--- config.mk ---
export PLATFORM = sky130hd
export DESIGN_NAME = spi_target_ep
export DESIGN_NICKNAME = d
export VERILOG_FILES = /design/src/rtl/spi_target_pkg.sv /design/src/rtl/spi_target_sync_edge.sv /design/src/rtl/spi_target_ep.sv
export SDC_FILE = /design/constraint.sdc
export NUM_CORES = 1
export LEC_CHECK = 0
export CAP_MARGIN = 20
export CELL_PAD_IN_SITES_DETAIL_PLACEMENT = 1
export CELL_PAD_IN_SITES_GLOBAL_PLACEMENT = 2
export CORE_AREA = 3 3 78 135
export CTS_BUF_LIST = sky130_fd_sc_hd__clkbuf_2 sky130_fd_sc_hd__clkbuf_4 sky130_fd_sc_hd__clkbuf_8
export CTS_CLUSTER_DIAMETER = 100
export DETAILED_ROUTE_END_ITERATION = 12
export DIE_AREA = 0 0 81 138
export PLACE_DENSITY_LB_ADDON = 0.1
export SLEW_MARGIN = 0
export SYNTH_ARGS = -nofsm -noshare
export SYNTH_HDL_FRONTEND = slang
export SYNTH_SLANG_ARGS = --single-unit
--- constraint.sdc ---
create_clock -name clk -period 2.6 [get_ports clk]
set_input_delay 0.26 -clock clk [delete_from_list [all_inputs] [get_ports clk]]
set_output_delay 0.26 -clock clk [all_outputs]
set_load 0.02 [all_outputs]
--- src/rtl/spi_target_pkg.sv ---
// Shared definitions for the SPI target endpoint.
//   state_t           : FSM encoding (T_IDLE=0, T_LOAD=1, T_SHIFT=2)
//   FILL_BYTE_DEFAULT : byte sent on miso when the tx stream is empty
//   SYNC_DEPTH        : synchronizer flops per asynchronous SPI pin
package spi_target_pkg;

  typedef enum logic [1:0] {
    T_IDLE  = 2'd0,
    T_LOAD  = 2'd1,
    T_SHIFT = 2'd2
  } state_t;

  localparam logic [7:0] FILL_BYTE_DEFAULT = 8'hFF;
  localparam int         SYNC_DEPTH        = 2;

endpackage

--- src/rtl/spi_target_sync_edge.sv ---
// 1-bit synchronizer with edge detection for an asynchronous SPI pin.
//   clk, reset : system clock, synchronous active-high reset
//   din        : asynchronous input
//   rise, fall : one-cycle pulses on the synchronized input's edges
// Flops reset to 0, so a pin that is already low at reset release never
// produces a fall pulse; it has to go high and then low again.
module spi_sync_edge
  import spi_target_pkg::*;
(
  input  logic clk,
  input  logic reset,
  input  logic din,
  output logic rise,
  output logic fall
);

  logic [SYNC_DEPTH-1:0] sync_ff;
  logic                  sync;
  logic                  prev;

  always_ff @(posedge clk) begin
    if (reset) begin
      sync_ff <= '0;
      prev    <= 1'b0;
    end else begin
      sync_ff <= {sync_ff[SYNC_DEPTH-2:0], din};
      prev    <= sync;
    end
  end

  assign sync = sync_ff[SYNC_DEPTH-1];
  assign rise = sync & ~prev;
  assign fall = ~sync & prev;

endmodule

--- src/rtl/spi_target_ep.sv ---
// SPI target, mode 0, MSB first, oversampled on clk.
//   spi_cs_b/spi_sck/spi_mosi : asynchronous pins from the external master
//   spi_miso, spi_miso_oe     : reply data and its output enable
//   rx_data_free/put/rx_data  : put-style stream of received bytes
//   tx_data_avail/get/tx_data : get-style stream of reply bytes
//   xfr_active, xfr_done      : transfer framing status
//   xfr_bytes                 : completed bytes of current/last transfer
//   rx_overflow               : sticky, a received byte was dropped
module spi_target_ep
  import spi_target_pkg::*;
#(
  parameter logic [7:0] FILL_BYTE = FILL_BYTE_DEFAULT,
  parameter int         CNT_WIDTH = 16
) (
  input  logic                 clk,
  input  logic                 reset,
  input  logic                 spi_cs_b,
  input  logic                 spi_sck,
  input  logic                 spi_mosi,
  output logic                 spi_miso,
  output logic                 spi_miso_oe,
  input  logic                 rx_data_free,
  output logic                 rx_data_put,
  output logic [7:0]           rx_data,
  input  logic                 tx_data_avail,
  output logic                 tx_data_get,
  input  logic [7:0]           tx_data,
  output logic                 xfr_active,
  output logic                 xfr_done,
  output logic [CNT_WIDTH-1:0] xfr_bytes,
  output logic                 rx_overflow
);

  state_t                state;
  logic [2:0]            bit_cnt;
  logic [7:0]            shift_rx, shift_tx, tx_next;
  logic                  boundary;   // next sck fall starts a new tx byte
  logic [SYNC_DEPTH-1:0] mosi_ff;
  logic                  mosi_s;
  logic                  cs_rise, cs_fall, sck_rise, sck_fall;
  logic                  byte_end;
  logic [7:0]            rx_byte, tx_load;

  spi_sync_edge u_cs  (.clk, .reset, .din(spi_cs_b), .rise(cs_rise),  .fall(cs_fall));
  spi_sync_edge u_sck (.clk, .reset, .din(spi_sck),  .rise(sck_rise), .fall(sck_fall));

  always_ff @(posedge clk) begin
    if (reset) mosi_ff <= '0;
    else       mosi_ff <= {mosi_ff[SYNC_DEPTH-2:0], spi_mosi};
  end
  assign mosi_s = mosi_ff[SYNC_DEPTH-1];

  // sck edges only matter in T_SHIFT, which is only occupied while cs_b is
  // low (plus the cs_b rise cycle, so a coincident byte still completes).
  assign rx_byte  = {shift_rx[6:0], mosi_s};
  assign byte_end = (state == T_SHIFT) && sck_rise && (bit_cnt == 3'd7);
  assign tx_load  = tx_data_avail ? tx_data : FILL_BYTE;

  // Combinational so the stream pops the same byte that is captured here.
  assign tx_data_get = !reset && tx_data_avail &&
                       (((state == T_LOAD) && !cs_rise) || byte_end);

  always_ff @(posedge clk) begin
    if (reset) begin
      state       <= T_IDLE;
      bit_cnt     <= '0;
      shift_rx    <= '0;
      shift_tx    <= '0;
      tx_next     <= '0;
      boundary    <= 1'b0;
      rx_data_put <= 1'b0;
      rx_data     <= '0;
      xfr_done    <= 1'b0;
      xfr_active  <= 1'b0;
      xfr_bytes   <= '0;
      rx_overflow <= 1'b0;
      spi_miso    <= 1'b0;
      spi_miso_oe <= 1'b0;
    end else begin
      rx_data_put <= 1'b0;
      xfr_done    <= 1'b0;
      case (state)
        T_IDLE: begin
          spi_miso_oe <= 1'b0;
          if (cs_fall) begin
            state       <= T_LOAD;
            xfr_bytes   <= '0;
            rx_overflow <= 1'b0;
            xfr_active  <= 1'b1;
          end
        end
        T_LOAD: begin
          if (cs_rise) begin
            xfr_done   <= 1'b1;
            xfr_active <= 1'b0;
            state      <= T_IDLE;
          end else begin
            shift_tx    <= tx_load;
            spi_miso    <= tx_load[7];
            spi_miso_oe <= 1'b1;
            bit_cnt     <= '0;
            boundary    <= 1'b0;
            state       <= T_SHIFT;
          end
        end
        T_SHIFT: begin
          if (sck_rise) begin
            shift_rx <= rx_byte;
            bit_cnt  <= bit_cnt + 3'd1;
            if (bit_cnt == 3'd7) begin
              if (rx_data_free) begin
                rx_data_put <= 1'b1;
                rx_data     <= rx_byte;
              end else begin
                rx_overflow <= 1'b1;
              end
              if (xfr_bytes != '1) xfr_bytes <= xfr_bytes + CNT_WIDTH'(1);
              tx_next  <= tx_load;
              boundary <= 1'b1;
            end
          end else if (sck_fall) begin
            if (boundary) begin
              shift_tx <= tx_next;
              spi_miso <= tx_next[7];
              boundary <= 1'b0;
            end else begin
              shift_tx <= {shift_tx[6:0], 1'b0};
              spi_miso <= shift_tx[6];
            end
          end
          // A partial byte is simply abandoned; a prefetched tx byte is lost.
          if (cs_rise) begin
            xfr_done    <= 1'b1;
            xfr_active  <= 1'b0;
            spi_miso_oe <= 1'b0;
            state       <= T_IDLE;
          end
        end
        default: state <= T_IDLE;
      endcase
    end
  end

endmodule

==> results.json <==
{
  "drive_above_1_share": 0.106,
  "tightest_slew_ns": 0.772,
  "initial_utilization": 0.326,
  "critPathRequiredTime_ns": 2.34,
  "outcome": "complete, no violations",
  "yosys_most_used_dff": "dfxtp_1",
  "finalSetupTns_ns": 0,
  "rrSetupSlack_ns": 0.39,
  "htree_num_levels": 3,
  "insertion_delay_ns": 0.35,
  "min_to": "u_cs.sync_ff[1]",
  "via_per_inst": 5.05,
  "rows": 47,
  "rsz0062_at_grt": "no",
  "crit_fanout": 10,
  "final_nets": 437,
  "cp-end-kind": "primary output",
  "firstDrtPassIters": 2,
  "ys_seq_elements": 66,
  "gp_congestion": 0.752,
  "globalRouteOverflowTotal": 0,
  "ys_async_sr_fraction": 0,
  "cts_tree": "built",
  "synth_fp_nets": 391,
  "min_from": "u_cs.sync_ff[0]",
  "post-route-min-period_ns": 2.43,
  "arrival_ns": 2.17,
  "ctsRootBufferMaster": "clkbuf_8",
  "grt_pass1_wl_mm": 14.5,
  "path_clk_slew_ns": 0.07,
  "cts_sinks": 66,
  "yosys.cell_types.count": 43,
  "p_leak_nw": 1.23,
  "vdd_drop_max_mv": 0.222,
  "maxSlewHeadroom": 0.485,
  "antenna_cells": 0,
  "ys_warn_count": 0,
  "wl_per_cell_um": 15.6,
  "synth.area.top_cells": "dfxtp_1 43%, nand2_1 6.9%, a21oi_1 5.8%, mux2i_1 5.5%, ha_1 3.6%",
  "r2r_cells": 7,
  "layout_common_cells": "66 x dfxtp_1, 57 x nand2_1, 44 x clkdlybuf4s50_1",
  "route.antenna.remaining_nets": 0,
  "num_io_pins": 46,
  "vias": 2722,
  "cts_buffers": 9,
  "die_h_um": 138,
  "layout_commonest_cell": "dfxtp_1",
  "io_buffers": 45,
  "yosysTopAreaCell": "dfxtp_1",
  "die_x_um": 81,
  "ys_seq_area_frac": 0.426,
  "placed_cells": 524,
  "synth_edf_count": 0,
  "p_per_area_nw_per_um2": 499,
  "synth_area_um2": 3100,
  "setup_viol": 0,
  "clockBufferDepth": 2,
  "critPathKind": "reg2out",
  "hold_class": "reg2reg",
  "final_max_slew_viol_count": 0,
  "grt_use_total": 0.167,
  "fmax_ghz": 0.412,
  "maxCapViolations": 0,
  "core-area_um2": 9530,
  "cts_setup_buffers": 0,
  "die_area_um2": 11200,
  "drtIter0Drc": 111,
  "grt_pass1_vias": 2888,
  "final_cells": 539,
  "r2r_end": "xfr_bytes[7]",
  "post-dp-hpwl_mm": 6.00,
  "synth.avg_cell_area_um2": 8.45,
  "cp-start-kind": "flop",
  "hold_viol": 0,
  "synth_top_area_share": 0.426,
  "grt_max_degree": 69,
  "finalCritPeriodShare": 0.934,
  "r2r_start": "xfr_bytes[0]",
  "hold_depth": 1,
  "clock_skew_ns": 0.0115,
  "areaGrowthSynthToFinish_pct": 24.1,
  "synth_cells": 367,
  "antenna_found_initial": 0,
  "fillers": 1158,
  "drc": 0,
  "routed_wl_mm": 8.42
}
## flip-flops by register name, indices dropped and copies added, names as in the netlist
name / flops
xfr_bytes: 16
rx_data: 8
tx_next: 8
shift_rx: 7
shift_tx: 7
bit_cnt: 3
mosi_ff: 2
state: 2
u_cs.sync_ff: 2
u_sck.sync_ff: 2
boundary: 1
rx_data_put: 1
rx_overflow: 1
spi_miso: 1
spi_miso_oe: 1
u_cs.prev: 1
u_sck.prev: 1
xfr_active: 1
xfr_done: 1
## routing by layer
layer | up-vias | track usage | routed length (µm)
met5 | - | 0 | 0
met4 | 0 | 0.0819 | 205
met3 | 15 | 0.0254 | 165
met2 | 37 | 0.297 | 4680
met1 | 1304 | 0.187 | 3370
li1 | 1366 | - | -
## critical path, cell delays in order (launching register included)
cell	delay, ns
dfxtp_1	0.35
inv_1	0.10
ha_2	0.31
nand3_4	0.20
a21oi_1	0.23
clkdlybuf4s50_1	0.64
## report_power, final
part           total, mW  leakage, nW  switching (mW)  internal [mW]
logic              0.132        0.605          0.0724         0.0591
registers           1.03        0.533         0.00639           1.02
clock network      0.763       0.0879           0.400          0.363
## synthesized netlist by cell type, drive strengths merged, types with 2 or more instances
cell    instances
dfxtp          66
nand2          57
a21oi          42
nor2           30
mux2i          17
nor3           14
nor3b          14
clkbuf         13
nand3          11
nor2b          11
o21ai          11
buf             9
ha              9
a31oi           6
and2            6
inv             6
nand4           6
nand2b          5
or4             5
or2             4
or3             4
a211oi          3
nor4            3
o21a            3
nand3b          2
o31ai           2
## cell families (layout without fill, tap and decap cells)
logic type               Yosys count  after routing  synth area share
AO/OA/AOI/OAI                     72             72             0.150
adder cells (fa/ha/maj)            9              9            0.0363
buffers and inverters             28             78            0.0431
flip-flops                        66             66             0.426
multiplexers                      17             17            0.0548
AND/OR/NAND/NOR                  175            175             0.290
## through the flow
step | setup slack (ns) | hold slack [ns] | power (mW) | area, µm² | utilization
final | 0.171 | 0.442 | 1.92 | 3850 | 0.404
after global routing | 0.0214 | 0.460 | 2.03 | 3850 | 0.404
after CTS | 0.126 | 0.450 | 1.96 | 3850 | 0.404
after detailed placement | 0.230 | 0.430 | 1.19 | 3680 | 0.386
after global placement | 0.310 | 0.434 | 1.19 | 3680 | 0.386
after floorplan | 0.649 | 0.388 | 1.14 | 3100 | -
## worst max path at each step
stage,startpoint,end,slack (ns),cells past startpoint
global placement,state[0],xfr_bytes[5],0.31,7
global route,state[0],tx_data_get,0.02,5
floorplan,state[0],xfr_bytes[15],0.65,8
detailed placement,state[0],xfr_bytes[13],0.23,7
CTS,state[0],tx_data_get,0.13,5
finish,state[0],tx_data_get,0.17,5
## layout make-up
class / instances / area (µm²) / area share
clock buffer: 10 / 138 / 0.0357
timing repair buffer: 57 / 536 / 0.139
tap: 122 / 153 / 0.0396
clock inverter: 5 / 31.3 / 0.00812
inverter: 6 / 22.5 / 0.00585
sequential: 66 / 1320 / 0.343
multi-input combinational: 273 / 1650 / 0.429
## repair_timing
action / 4_1_cts / 5_1_grt
gates resized for setup: 1 / 0
endpoints found under the setup margin: 1 / 0
hold buffers: 0 / 0
(Power assumes the default switching activity.)
